File: config.mk
export PLATFORM = sky130hd
export DESIGN_NAME = ack_state_tracker_flat
export DESIGN_NICKNAME = d
export VERILOG_FILES = /design/src/rtl/ack_state_tracker_pkg.sv /design/src/rtl/ack_state_tracker_if.sv /design/src/rtl/ack_state_calc.sv /design/src/rtl/ack_state_tracker.sv /design/src/flat_wrapper.sv
export SDC_FILE = /design/constraint.sdc
export NUM_CORES = 2
export LEC_CHECK = 0
export BUFFER_PORTS_ARGS = -buffer_cell sky130_fd_sc_hd__buf_2
export CAP_MARGIN = 20
export CORE_MARGIN = 8
export CORE_UTILIZATION = 65
export DETAILED_ROUTE_END_ITERATION = 6
export PLACE_DENSITY_LB_ADDON = 0.05
export SYNTH_ARGS = -nofsm -noshare
export SYNTH_HDL_FRONTEND = slang
export SYNTH_HIERARCHICAL = 1
export SYNTH_SLANG_ARGS = --single-unit
File: constraint.sdc
create_clock -name clk -period 12.28 [get_ports clk]
set_clock_uncertainty 0.1 [all_clocks]
set_input_delay 1.228 -clock clk [delete_from_list [all_inputs] [get_ports clk]]
set_output_delay 1.228 -clock clk [all_outputs]
set_load 0.01 [all_outputs]
File: src/rtl/ack_state_tracker_pkg.sv
// Shared TCP slow-path types for the multi-flow ACK state tracker:
// table entry and update bundle layouts plus default sizing constants.
package ack_state_tracker_pkg;

   localparam int RT_ACK_THRESHOLD = 3;
   localparam int ATS_NUM_FLOWS    = 16;
   localparam int ATS_FLOW_ID_W    = $clog2(ATS_NUM_FLOWS);
   localparam int ATS_SEQ_W        = 32;
   localparam int ATS_DUP_CNT_W    = $clog2(RT_ACK_THRESHOLD + 1);
   localparam int ATS_TX_PTR_W     = 16;

   typedef struct packed {
      logic [ATS_SEQ_W-1:0]     ack_num;
      logic [ATS_DUP_CNT_W-1:0] dup_cnt;
   } ack_tbl_entry_struct;

   typedef struct packed {
      logic [ATS_FLOW_ID_W-1:0] flow_id;
      logic [ATS_SEQ_W-1:0]     ack_num;
      logic                     advanced;
      logic                     rt;
   } ack_upd_struct;

endpackage

File: src/rtl/ack_state_tracker_if.sv
// Init / received-ACK request channels and the update channel towards TX logic.
// The master drives requests and consumes updates; the tracker is the slave.
interface ack_state_tracker_if
   import ack_state_tracker_pkg::*;
#(
   parameter int FLOW_ID_W = ATS_FLOW_ID_W,
   parameter int SEQ_W     = ATS_SEQ_W,
   parameter int TX_PTR_W  = ATS_TX_PTR_W
);
   logic                 init_val;
   logic                 init_rdy;
   logic [FLOW_ID_W-1:0] init_flow_id;
   logic [SEQ_W-1:0]     init_ack_num;
   logic                 ack_val;
   logic                 ack_rdy;
   logic [FLOW_ID_W-1:0] ack_flow_id;
   logic [SEQ_W-1:0]     ack_num;
   logic [SEQ_W-1:0]     ack_snd_nxt;
   logic                 upd_val;
   logic                 upd_rdy;
   logic [FLOW_ID_W-1:0] upd_flow_id;
   logic [SEQ_W-1:0]     upd_ack_num;
   logic [TX_PTR_W-1:0]  upd_tx_head_ptr;
   logic                 upd_advanced;
   logic                 upd_rt;

   modport master (
      output init_val, init_flow_id, init_ack_num,
      output ack_val, ack_flow_id, ack_num, ack_snd_nxt,
      output upd_rdy,
      input  init_rdy, ack_rdy,
      input  upd_val, upd_flow_id, upd_ack_num, upd_tx_head_ptr, upd_advanced, upd_rt
   );

   modport slave (
      input  init_val, init_flow_id, init_ack_num,
      input  ack_val, ack_flow_id, ack_num, ack_snd_nxt,
      input  upd_rdy,
      output init_rdy, ack_rdy,
      output upd_val, upd_flow_id, upd_ack_num, upd_tx_head_ptr, upd_advanced, upd_rt
   );

endinterface

File: src/rtl/ack_state_calc.sv
// Pure S1 update function: validates one ACK against a flow's stored state and
// returns the next table entry plus the advance / fast-retransmit flags.
module ack_state_calc
   import ack_state_tracker_pkg::*;
#(
   parameter int SEQ_W      = ATS_SEQ_W,
   parameter int DUP_THRESH = RT_ACK_THRESHOLD,
   parameter int DUP_CNT_W  = $clog2(DUP_THRESH + 1)
) (
   input  ack_tbl_entry_struct i_cur,
   input  logic [SEQ_W-1:0]    i_ack_num,
   input  logic [SEQ_W-1:0]    i_snd_nxt,
   output ack_tbl_entry_struct o_next,
   output logic                o_advance,
   output logic                o_rt
);
   logic [SEQ_W-1:0]     w_d_ack;
   logic [SEQ_W-1:0]     w_d_out;
   logic                 w_unacked;
   logic                 w_dup;
   logic [DUP_CNT_W-1:0] w_cnt_inc;

   // Offsets from the stored ACK are taken mod 2^SEQ_W so the window test survives wrap.
   always_comb begin
      w_d_ack   = i_ack_num - i_cur.ack_num;
      w_d_out   = i_snd_nxt - i_cur.ack_num;
      w_unacked = (w_d_out != {SEQ_W{1'b0}});
      o_advance = w_unacked & (w_d_ack != {SEQ_W{1'b0}}) & (w_d_ack <= w_d_out);
      w_dup     = w_unacked & (w_d_ack == {SEQ_W{1'b0}});
      w_cnt_inc = i_cur.dup_cnt + DUP_CNT_W'(1);
      o_rt      = w_dup & (w_cnt_inc == DUP_CNT_W'(DUP_THRESH));
      if (o_advance) begin
         o_next.ack_num = i_ack_num;
      end else begin
         o_next.ack_num = i_cur.ack_num;
      end
      if (w_dup && !o_rt) begin
         o_next.dup_cnt = w_cnt_inc;
      end else begin
         o_next.dup_cnt = {DUP_CNT_W{1'b0}};
      end
   end

endmodule

File: src/rtl/ack_state_tracker.sv
// Multi-flow ACK state table with a 2-stage read-modify-write pipeline,
// same-flow bypass from S1, init priority and backpressured update output.
module ack_state_tracker
   import ack_state_tracker_pkg::*;
#(
   parameter int NUM_FLOWS  = ATS_NUM_FLOWS,
   parameter int FLOW_ID_W  = $clog2(NUM_FLOWS),
   parameter int SEQ_W      = ATS_SEQ_W,
   parameter int DUP_THRESH = RT_ACK_THRESHOLD,
   parameter int DUP_CNT_W  = $clog2(DUP_THRESH + 1),
   parameter int TX_PTR_W   = ATS_TX_PTR_W
) (
   input  logic               clk,
   input  logic               rst_n,
   ack_state_tracker_if.slave bus
);
   ack_tbl_entry_struct  r_tbl [NUM_FLOWS];
   logic                 r_s1_val;
   logic [FLOW_ID_W-1:0] r_s1_flow;
   ack_tbl_entry_struct  r_s1_cur;
   logic [SEQ_W-1:0]     r_s1_ack_num;
   logic [SEQ_W-1:0]     r_s1_snd_nxt;
   logic                 r_upd_val;
   ack_upd_struct        r_upd;

   logic                 w_stall;
   logic                 w_init_acc;
   logic                 w_ack_acc;
   logic                 w_s1_adv;
   logic                 w_s1_poison;
   logic                 w_bypass;
   ack_tbl_entry_struct  w_rd_entry;
   ack_tbl_entry_struct  w_s1_next;
   logic                 w_s1_advance;
   logic                 w_s1_rt;

   ack_state_calc #(
      .SEQ_W      (SEQ_W),
      .DUP_THRESH (DUP_THRESH),
      .DUP_CNT_W  (DUP_CNT_W)
   ) u_calc (
      .i_cur     (r_s1_cur),
      .i_ack_num (r_s1_ack_num),
      .i_snd_nxt (r_s1_snd_nxt),
      .o_next    (w_s1_next),
      .o_advance (w_s1_advance),
      .o_rt      (w_s1_rt)
   );

   // Handshake decode and table read; an init aimed at S1's flow overrides S1's
   // writeback, so S1's result is poisoned and must not be forwarded.
   always_comb begin
      w_stall     = r_upd_val & ~bus.upd_rdy;
      w_init_acc  = bus.init_val & ~w_stall;
      w_ack_acc   = bus.ack_val & ~bus.init_val & ~w_stall;
      w_s1_adv    = r_s1_val & ~w_stall;
      w_s1_poison = bus.init_val & (r_s1_flow == bus.init_flow_id);
      w_bypass    = r_s1_val & ~w_s1_poison & (r_s1_flow == bus.ack_flow_id);
      if (w_bypass) begin
         w_rd_entry = w_s1_next;
      end else begin
         w_rd_entry = r_tbl[bus.ack_flow_id];
      end
   end

   // Table writes: S1 writeback first so a same-edge init to the same flow wins.
   always_ff @(posedge clk or negedge rst_n) begin
      if (!rst_n) begin
         for (int i = 0; i < NUM_FLOWS; i++) begin
            r_tbl[i] <= '{ack_num: {SEQ_W{1'b0}}, dup_cnt: {DUP_CNT_W{1'b0}}};
         end
      end else begin
         if (w_s1_adv) begin
            r_tbl[r_s1_flow] <= w_s1_next;
         end
         if (w_init_acc) begin
            r_tbl[bus.init_flow_id] <= '{ack_num: bus.init_ack_num, dup_cnt: {DUP_CNT_W{1'b0}}};
         end
      end
   end

   // S1 register: captures the accepted request and its current table state.
   always_ff @(posedge clk or negedge rst_n) begin
      if (!rst_n) begin
         r_s1_val     <= 1'b0;
         r_s1_flow    <= {FLOW_ID_W{1'b0}};
         r_s1_cur     <= '{ack_num: {SEQ_W{1'b0}}, dup_cnt: {DUP_CNT_W{1'b0}}};
         r_s1_ack_num <= {SEQ_W{1'b0}};
         r_s1_snd_nxt <= {SEQ_W{1'b0}};
      end else if (!w_stall) begin
         r_s1_val <= w_ack_acc;
         if (w_ack_acc) begin
            r_s1_flow    <= bus.ack_flow_id;
            r_s1_cur     <= w_rd_entry;
            r_s1_ack_num <= bus.ack_num;
            r_s1_snd_nxt <= bus.ack_snd_nxt;
         end
      end
   end

   // Output register: holds steady while the consumer applies backpressure.
   always_ff @(posedge clk or negedge rst_n) begin
      if (!rst_n) begin
         r_upd_val <= 1'b0;
         r_upd     <= '{flow_id: {FLOW_ID_W{1'b0}}, ack_num: {SEQ_W{1'b0}}, advanced: 1'b0, rt: 1'b0};
      end else if (!w_stall) begin
         r_upd_val <= r_s1_val;
         if (r_s1_val) begin
            r_upd <= '{flow_id: r_s1_flow, ack_num: w_s1_next.ack_num,
                       advanced: w_s1_advance, rt: w_s1_rt};
         end
      end
   end

   assign bus.init_rdy        = ~w_stall;
   assign bus.ack_rdy         = ~w_stall & ~bus.init_val;
   assign bus.upd_val         = r_upd_val;
   assign bus.upd_flow_id     = r_upd.flow_id;
   assign bus.upd_ack_num     = r_upd.ack_num;
   assign bus.upd_tx_head_ptr = r_upd.ack_num[TX_PTR_W-1:0];
   assign bus.upd_advanced    = r_upd.advanced;
   assign bus.upd_rt          = r_upd.rt;

endmodule

File: src/flat_wrapper.sv
// flat-port wrapper written by rule: the top's interface ports become plain ports
module ack_state_tracker_flat import ack_state_tracker_pkg::*;
#(
   parameter int NUM_FLOWS  = ATS_NUM_FLOWS,
   parameter int FLOW_ID_W  = $clog2(NUM_FLOWS),
   parameter int SEQ_W      = ATS_SEQ_W,
   parameter int DUP_THRESH = RT_ACK_THRESHOLD,
   parameter int DUP_CNT_W  = $clog2(DUP_THRESH + 1),
   parameter int TX_PTR_W   = ATS_TX_PTR_W
)
  (clk, rst_n, bus_init_val, bus_init_flow_id, bus_init_ack_num, bus_ack_val, bus_ack_flow_id, bus_ack_num, bus_ack_snd_nxt, bus_upd_rdy, bus_init_rdy, bus_ack_rdy, bus_upd_val, bus_upd_flow_id, bus_upd_ack_num, bus_upd_tx_head_ptr, bus_upd_advanced, bus_upd_rt);
  ack_state_tracker_if #(.FLOW_ID_W(FLOW_ID_W), .SEQ_W(SEQ_W), .TX_PTR_W(TX_PTR_W)) bus_i ();
  input  logic clk;
  input  logic rst_n;
  input wire logic [$bits(bus_i.init_val)-1:0] bus_init_val;
  input wire logic [$bits(bus_i.init_flow_id)-1:0] bus_init_flow_id;
  input wire logic [$bits(bus_i.init_ack_num)-1:0] bus_init_ack_num;
  input wire logic [$bits(bus_i.ack_val)-1:0] bus_ack_val;
  input wire logic [$bits(bus_i.ack_flow_id)-1:0] bus_ack_flow_id;
  input wire logic [$bits(bus_i.ack_num)-1:0] bus_ack_num;
  input wire logic [$bits(bus_i.ack_snd_nxt)-1:0] bus_ack_snd_nxt;
  input wire logic [$bits(bus_i.upd_rdy)-1:0] bus_upd_rdy;
  output wire logic [$bits(bus_i.init_rdy)-1:0] bus_init_rdy;
  output wire logic [$bits(bus_i.ack_rdy)-1:0] bus_ack_rdy;
  output wire logic [$bits(bus_i.upd_val)-1:0] bus_upd_val;
  output wire logic [$bits(bus_i.upd_flow_id)-1:0] bus_upd_flow_id;
  output wire logic [$bits(bus_i.upd_ack_num)-1:0] bus_upd_ack_num;
  output wire logic [$bits(bus_i.upd_tx_head_ptr)-1:0] bus_upd_tx_head_ptr;
  output wire logic [$bits(bus_i.upd_advanced)-1:0] bus_upd_advanced;
  output wire logic [$bits(bus_i.upd_rt)-1:0] bus_upd_rt;
  assign bus_i.init_val = bus_init_val;
  assign bus_i.init_flow_id = bus_init_flow_id;
  assign bus_i.init_ack_num = bus_init_ack_num;
  assign bus_i.ack_val = bus_ack_val;
  assign bus_i.ack_flow_id = bus_ack_flow_id;
  assign bus_i.ack_num = bus_ack_num;
  assign bus_i.ack_snd_nxt = bus_ack_snd_nxt;
  assign bus_i.upd_rdy = bus_upd_rdy;
  assign bus_init_rdy = bus_i.init_rdy;
  assign bus_ack_rdy = bus_i.ack_rdy;
  assign bus_upd_val = bus_i.upd_val;
  assign bus_upd_flow_id = bus_i.upd_flow_id;
  assign bus_upd_ack_num = bus_i.upd_ack_num;
  assign bus_upd_tx_head_ptr = bus_i.upd_tx_head_ptr;
  assign bus_upd_advanced = bus_i.upd_advanced;
  assign bus_upd_rt = bus_i.upd_rt;
  ack_state_tracker #(.NUM_FLOWS(NUM_FLOWS), .FLOW_ID_W(FLOW_ID_W), .SEQ_W(SEQ_W), .DUP_THRESH(DUP_THRESH), .DUP_CNT_W(DUP_CNT_W), .TX_PTR_W(TX_PTR_W)) u_core (.clk(clk), .rst_n(rst_n), .bus(bus_i));
endmodule
### Yosys cells after proc, flatten, opt, wreduce, memory -nomap -nowiden

Index checks and enable logic that the tools add are counted.
W data, S select, Z words.

| word-level totals | value |
|---|---|
| register bits | 686 |
| input bits | 109 |
| output and inout bits | 57 |
| word-level logic and storage cells | 98 |

| operators by class | value |
|---|---|
| add/sub/neg operators | 3 |
| $lt $le $gt $ge | 6 |
| eq/ne operators | 3 |
| multiplexer cells | 14 |
| bitwise logic cells | 20 |
| reduce and logical (&&, ||, !) cells | 9 |

Operators with widths:

| cell | number |
|---|---|
| $bwmux W544 | 2 |
| $mux W544 | 2 |
| $demux W34 S4 | 2 |
| $mux W34 | 5 |
| $bmux W34 S4 | 1 |
| $reduce_bool A32 Y1 | 2 |
| $sub A32 B32 Y32 | 2 |
| $le A32 B32 Y1 | 1 |
| $logic_not A32 Y1 | 1 |
| $mux W32 | 1 |
| $ge A5 B5 Y1 const B | 3 |
| $not A4 Y5 | 3 |
| $and A1 B1 Y1 | 13 |
| $lt A5 B1 Y1 const B | 2 |
| $eq A4 B4 Y1 | 2 |
| $not A1 Y1 | 4 |
| $reduce_and A2 Y1 | 2 |
| $logic_and A1 B1 Y1 | 3 |
| $add A2 B1 Y2 const B | 1 |
| $eq A2 B2 Y1 const B | 1 |
| $mux W2 | 1 |
| $logic_not A1 Y1 | 1 |

### Depth between registers and ports, before layout

| logic depth | value |
|---|---|
| word-level depth | 11 |
| gate-level depth with buffers | 28 |
| gate-level depth less buffers | 24 |

### Modules after synthesis

Netlist, hierarchy kept.

By module, submodules not included:

| module | times used | cells each | area each (um^2) | seq. area each (um^2) |
|---|---|---|---|---|
| ack_state_tracker | 1 | 3122 | 36052.1 | 17166.5 |
| ack_state_calc | 1 | 728 | 5388.9 | 0.0 |

### Worst setup path after synthesis

Ideal clock, no wire load.

| timing path | value |
|---|---|
| kind | register -> register |
| start point | register u_core/r_s1_cur[3] in the netlist's numbering |
| end point | register u_core/r_tbl[107] in the netlist's numbering |
| setup time | 0.125 ns |
| data arrival time | 5.140 ns |
| required time | 12.055 ns |
| setup slack | 6.916 ns |
| cell stages (with the launch flop) | 26 |
| path buffers | 2 |
| clock period less this slack | 5.364 ns |
| cells stage by stage | dfrtp_1 inv_1 ha_1 nor2b_1 o31ai_2 a2111o_1 a31oi_1 o2111ai_1 and3_1 or2_2 ha_1 a21o_1 a21oi_1 nor2b_1 o21ai_0 nand2b_1 a21oi_1 nor2_1 a2111oi_0 a22o_1 nand3_4 buf_12 mux2_4 clkbuf_1 mux2_2 mux2_2 |

RTL lines:

| element | RTL line | RTL |
|---|---|---|
| start: declaration | ack_state_tracker.sv:20 | `ack_tbl_entry_struct r_s1_cur;` |
| start signal: assignment | ack_state_tracker.sv:87 | `r_s1_cur <= '{ack_num: {SEQ_W{1'b0}}, dup_cnt: {DUP_CNT_W{1'b0}}};` |
| start signal: assignment | ack_state_tracker.sv:94 | `r_s1_cur <= w_rd_entry;` |
| end signal: indexed assignment | ack_state_tracker.sv:70 | `r_tbl[i] <= '{ack_num: {SEQ_W{1'b0}}, dup_cnt: {DUP_CNT_W{1'b0}}};` |
| end signal: indexed assignment | ack_state_tracker.sv:74 | `r_tbl[r_s1_flow] <= w_s1_next;` |
| end signal: indexed assignment | ack_state_tracker.sv:77 | `r_tbl[bus.init_flow_id] <= '{ack_num: bus.init_ack_num, dup_cnt: {DUP_CNT_W{1'b0}}};` |
| end: declaration | ack_state_tracker.sv:17 | `ack_tbl_entry_struct r_tbl [NUM_FLOWS];` |

==> metrics.md <==
| Metric | Value |
|---|---|
| Run status | finished with violations |
| Failing checks | design-rule violations |
| Setup crit start | u_core/r_s1_cur[12]$_DFFE_PN0P_ |
| CTS Sinks | 686 |
| Overflow after GRT | 0 |
| WHS Endpoint | u_core/bus.upd_ack_num[27]$_DFFE_PN0N_ |
| Setup TNS | 0 ns |
| Hold_ws | roughly 0.4 ns |
| R2R cell count | 22 |
| Hold-fix buffer count after cts | 0 |
| CP max stage delay | 1.19 ns |
| Number of global-route vias before repair | 33877 |
| Slowest cell on crit path | mux2i_2 |
| Arrival @ worst endpoint | 7.57 ns |
| Cts repair resizes | 0 |
| Worst slew margin | 22.3% |
| Post-synthesis compound-gate area fraction | 11.2% |
| Main combinational cell family by area after synthesis | multiplexers |
| CTS max path bufs | 3 |
| PortBufs | 165 |
| CP endpoint kind | flop |
| Post-synthesis mux area share | a little over a quarter |
| RSZ-0062 raised after global routing | false |
| Post-synth ARST share | 100% |
| Clk pin slew, worst setup/hold paths | 0.06 ns |
| Initial Util | 65.7% |
| Top post-synthesis cells by count | dfrtp_1 (686), mux2i_1 (449), a21oi_1 (389), nor3_1 (338), mux2_2 (301) |
| CTS tree | yes |
| Crit share post-route | 57.8% |
| Synthesized Nets | 4056 |
| Hold Path Depth | 1 |
| Area of the core | 63100 um^2 |
| Post-DP HPWL | ~86000 um |
| Placed inst area | 41900 um^2 |
| Sequential area share after synthesis | 41.4% |
| Area growth, synth to finish | 7.48% |
| Latest clock arrival within the worst-skew pair | 0.64 ns |
| Ys Warns | 6 |
| Worst r2r dst | u_core/r_tbl[105]$_DFF_PN0_ |
| Top cell type's share of synthesized area | 41.4% |
| Peak supply drop | 0.351 mV |
| Crit Path Max Fanout | 33 |
| Xor-xnor portion of the synthesized cell area | between 1 and 1.5% |
| Max Slew Vio Count | 0 |
| Global Route Usage Sum | 39.6% |
| Worst Hold Class | reg -> reg |
| Final Hold Fails | 0 |
| CTS buffer count | between 70 and 80 |
| Total length of routed wires | 145000 um |
| Setup crit start kind | flop |
| Critical path data required time | 12.76 ns |
| DIE HEIGHT | 269 um |
| Share of post-route cells with drive strength above 1 | 23.6% |
| Worst-margin pin slew | about 1.1 ns |
| Post-route cell area | 44500 um^2 |
| Peak Freq | ~140 MHz |
| R2R Path Start | u_core/r_s1_cur[12]$_DFFE_PN0P_ |
| Initial antenna violation count | 7 |
| Clock period minus worst slack | 7.09 ns |
| Routed vias/inst | 7.26 |
| Nets | 3924 |
| Post-CTS setup buffers | 0 |
| Drt pass-1 iters | 7 |
| CP Buf/Inv Count | 1 |
| Top_reg_cell synth | dfrtp_1 |
| Synthesized flop and latch total | 686 |
| Pleak | 21.3 nW |
| Final ANT Viol Nets | 0 |
| Mapped cell area | approximately 41000 um^2 |
| Yosys top cell by area | dfrtp_1 |
| Synth unique cells | 88 |
| Power per cell area | 290 nW/um^2 |
| Post-synth EDFFs | 0 |
| Hold Crit Start | u_core/bus.upd_ack_num[27]$_DFFE_PN0N_ |
| Global-route wire length before repair | 214000 um |
| Top post-synthesis cells by area | dfrtp_1 (41%), mux2i_1 (11%), mux2_2 (8.2%) |
| Top cell family by delay on the critical path | compound AO/OA/AOI/OAI gates |
| Cell with the most instances after synthesis | dfrtp_1 |
| MaxCap Viol Count | 0 |
| CP cell instances | inv_1 -> ha_1 -> nand4_1 -> a2111o_1 -> a31oi_1 -> o2111ai_1 -> and3_1 -> or2_2 -> ha_1 -> a21o_1 -> a21oi_1 -> nor2b_1 -> o21ai_0 -> nand2b_1 -> a21oi_1 -> nor2_1 -> a2111oi_0 -> a22o_1 -> nand3_4 -> mux2i_2 -> mux2_2 -> mux2_2 |
| Die footprint | 72100 um^2 |
| R2R Setup Slk | 5.19 ns |
| Synth Area in Adders | 2.96% |
| Post-route DRC | 4 |
| Gp weighted congestion | 0.943 |
| Largest net degree at the start of global routing | roughly 160 |
| H-tree depth | 3 |
| Rows | 92 |
| Post-Syn Area per Cell | 10.8 um^2 |
| Via count | roughly 34000 |
| Drt wl/cell | between 30 and 40 um |
| Initial DRC Count | 4508 |
| Critical path class | reg -> reg |
| IO Count | between 150 and 200 |
| Simple-gate share of the synthesized area | 10.2% |
| Root Buffer | clkbuf_16 |
| Final setup fails | 0 |
| Die Wd | 269 um |
| Synthesized instance count | 3850 |
-- where the power goes --
| part | total, W | leakage, nW | switching [W] | internal (W) |
|---|---|---|---|---|
| logic | 0.00668 | 11.8 | 0.00391 | 0.00277 |
| registers | 0.00389 | 8.29 | 0.000620 | 0.00327 |
| clock network | 0.00233 | 1.22 | 0.000974 | 0.00136 |
-- worst max-delay path by stage --
stage                     slack [ns]                           to  cells after the start
after CTS                       5.30  u_core/r_tbl[105]$_DFF_PN0_                     22
after global routing            4.81  u_core/r_tbl[445]$_DFF_PN0_                     22
after floorplan                 6.92  u_core/r_tbl[107]$_DFF_PN0_                     25
final                           5.19  u_core/r_tbl[105]$_DFF_PN0_                     22
after global placement          5.39  u_core/r_tbl[377]$_DFF_PN0_                     22
after detailed placement        5.34  u_core/r_tbl[105]$_DFF_PN0_                     22
-- metrics by stage --
stage | utilization [%] | std cells | setup WS [ns] | total power, W
4_1_cts | 70.4 | 4612 | 5.30 | 0.0127
3_3_place_gp | 66.5 | 4481 | 5.39 | 0.0101
6_report | 70.6 | 4623 | 5.19 | 0.0129
2_1_floorplan | - | 3850 | 6.92 | 0.00883
3_5_place_dp | 66.5 | 4481 | 5.34 | 0.0103
5_1_grt | 70.6 | 4618 | 4.81 | 0.0135
-- metal layers --
layer	GRT usage [%]	up-vias	wire, um
li1	-	13879	-
met1	50.7	16704	53300
met2	59.3	2422	63400
met3	14.5	570	20100
met4	19.7	6	8210
met5	0.270	-	40
-- layout make-up --
cell class | count | area [um^2]
Clock inverter | 22 | 300
Inverter | 55 | 206
Timing Repair Buffer | 246 | 1520
Fill cell | 4756 | 18500
Antenna cell | 6 | 15.0
Sequential cell | 686 | 17200
Tap cell | 846 | 1060
Multi-Input combinational cell | 2653 | 22100
Clock buffer | 109 | 2210
-- sequential cells by signal, indices dropped and copies added (netlist names), 4 cells and up --
| name | cells |
|---|---|
| u_core/r_s1_flow | 4 |
| u_core/bus.upd_flow_id | 4 |
| u_core/r_s1_cur | 34 |
| u_core/bus.upd_ack_num | 32 |
| u_core/r_s1_ack_num | 32 |
| u_core/r_s1_snd_nxt | 32 |
| u_core/r_tbl | 544 |
-- cell usage in the layout, fill, tap and decap left out, types with 19 or more instances in the layout --
cell	n
a21o_1	27
a21oi_1	389
a221o_1	34
a22oi_1	70
buf_2	162
buf_4	75
clkbuf_16	76
clkbuf_8	19
dfrtp_1	686
ha_1	95
inv_1	54
mux2_2	301
mux2_4	28
mux2i_1	448
mux4_2	136
nand2_1	90
nand3_1	105
nand4_1	38
nor2_1	95
nor2b_1	48
nor3_1	338
o21a_1	21
o21ai_0	124
xnor2_1	23
xor2_1	32
-- cell families after synthesis --
family,after synthesis
AO/OA/AOI/OAI,769
XOR/XNOR,55
adder cells (fa/ha/maj),97
buffers and inverters,511
flip-flops,686
multiplexers,914
AND/OR/NAND/NOR,818
No activity file was read; power rests on OpenSTA's default activity.
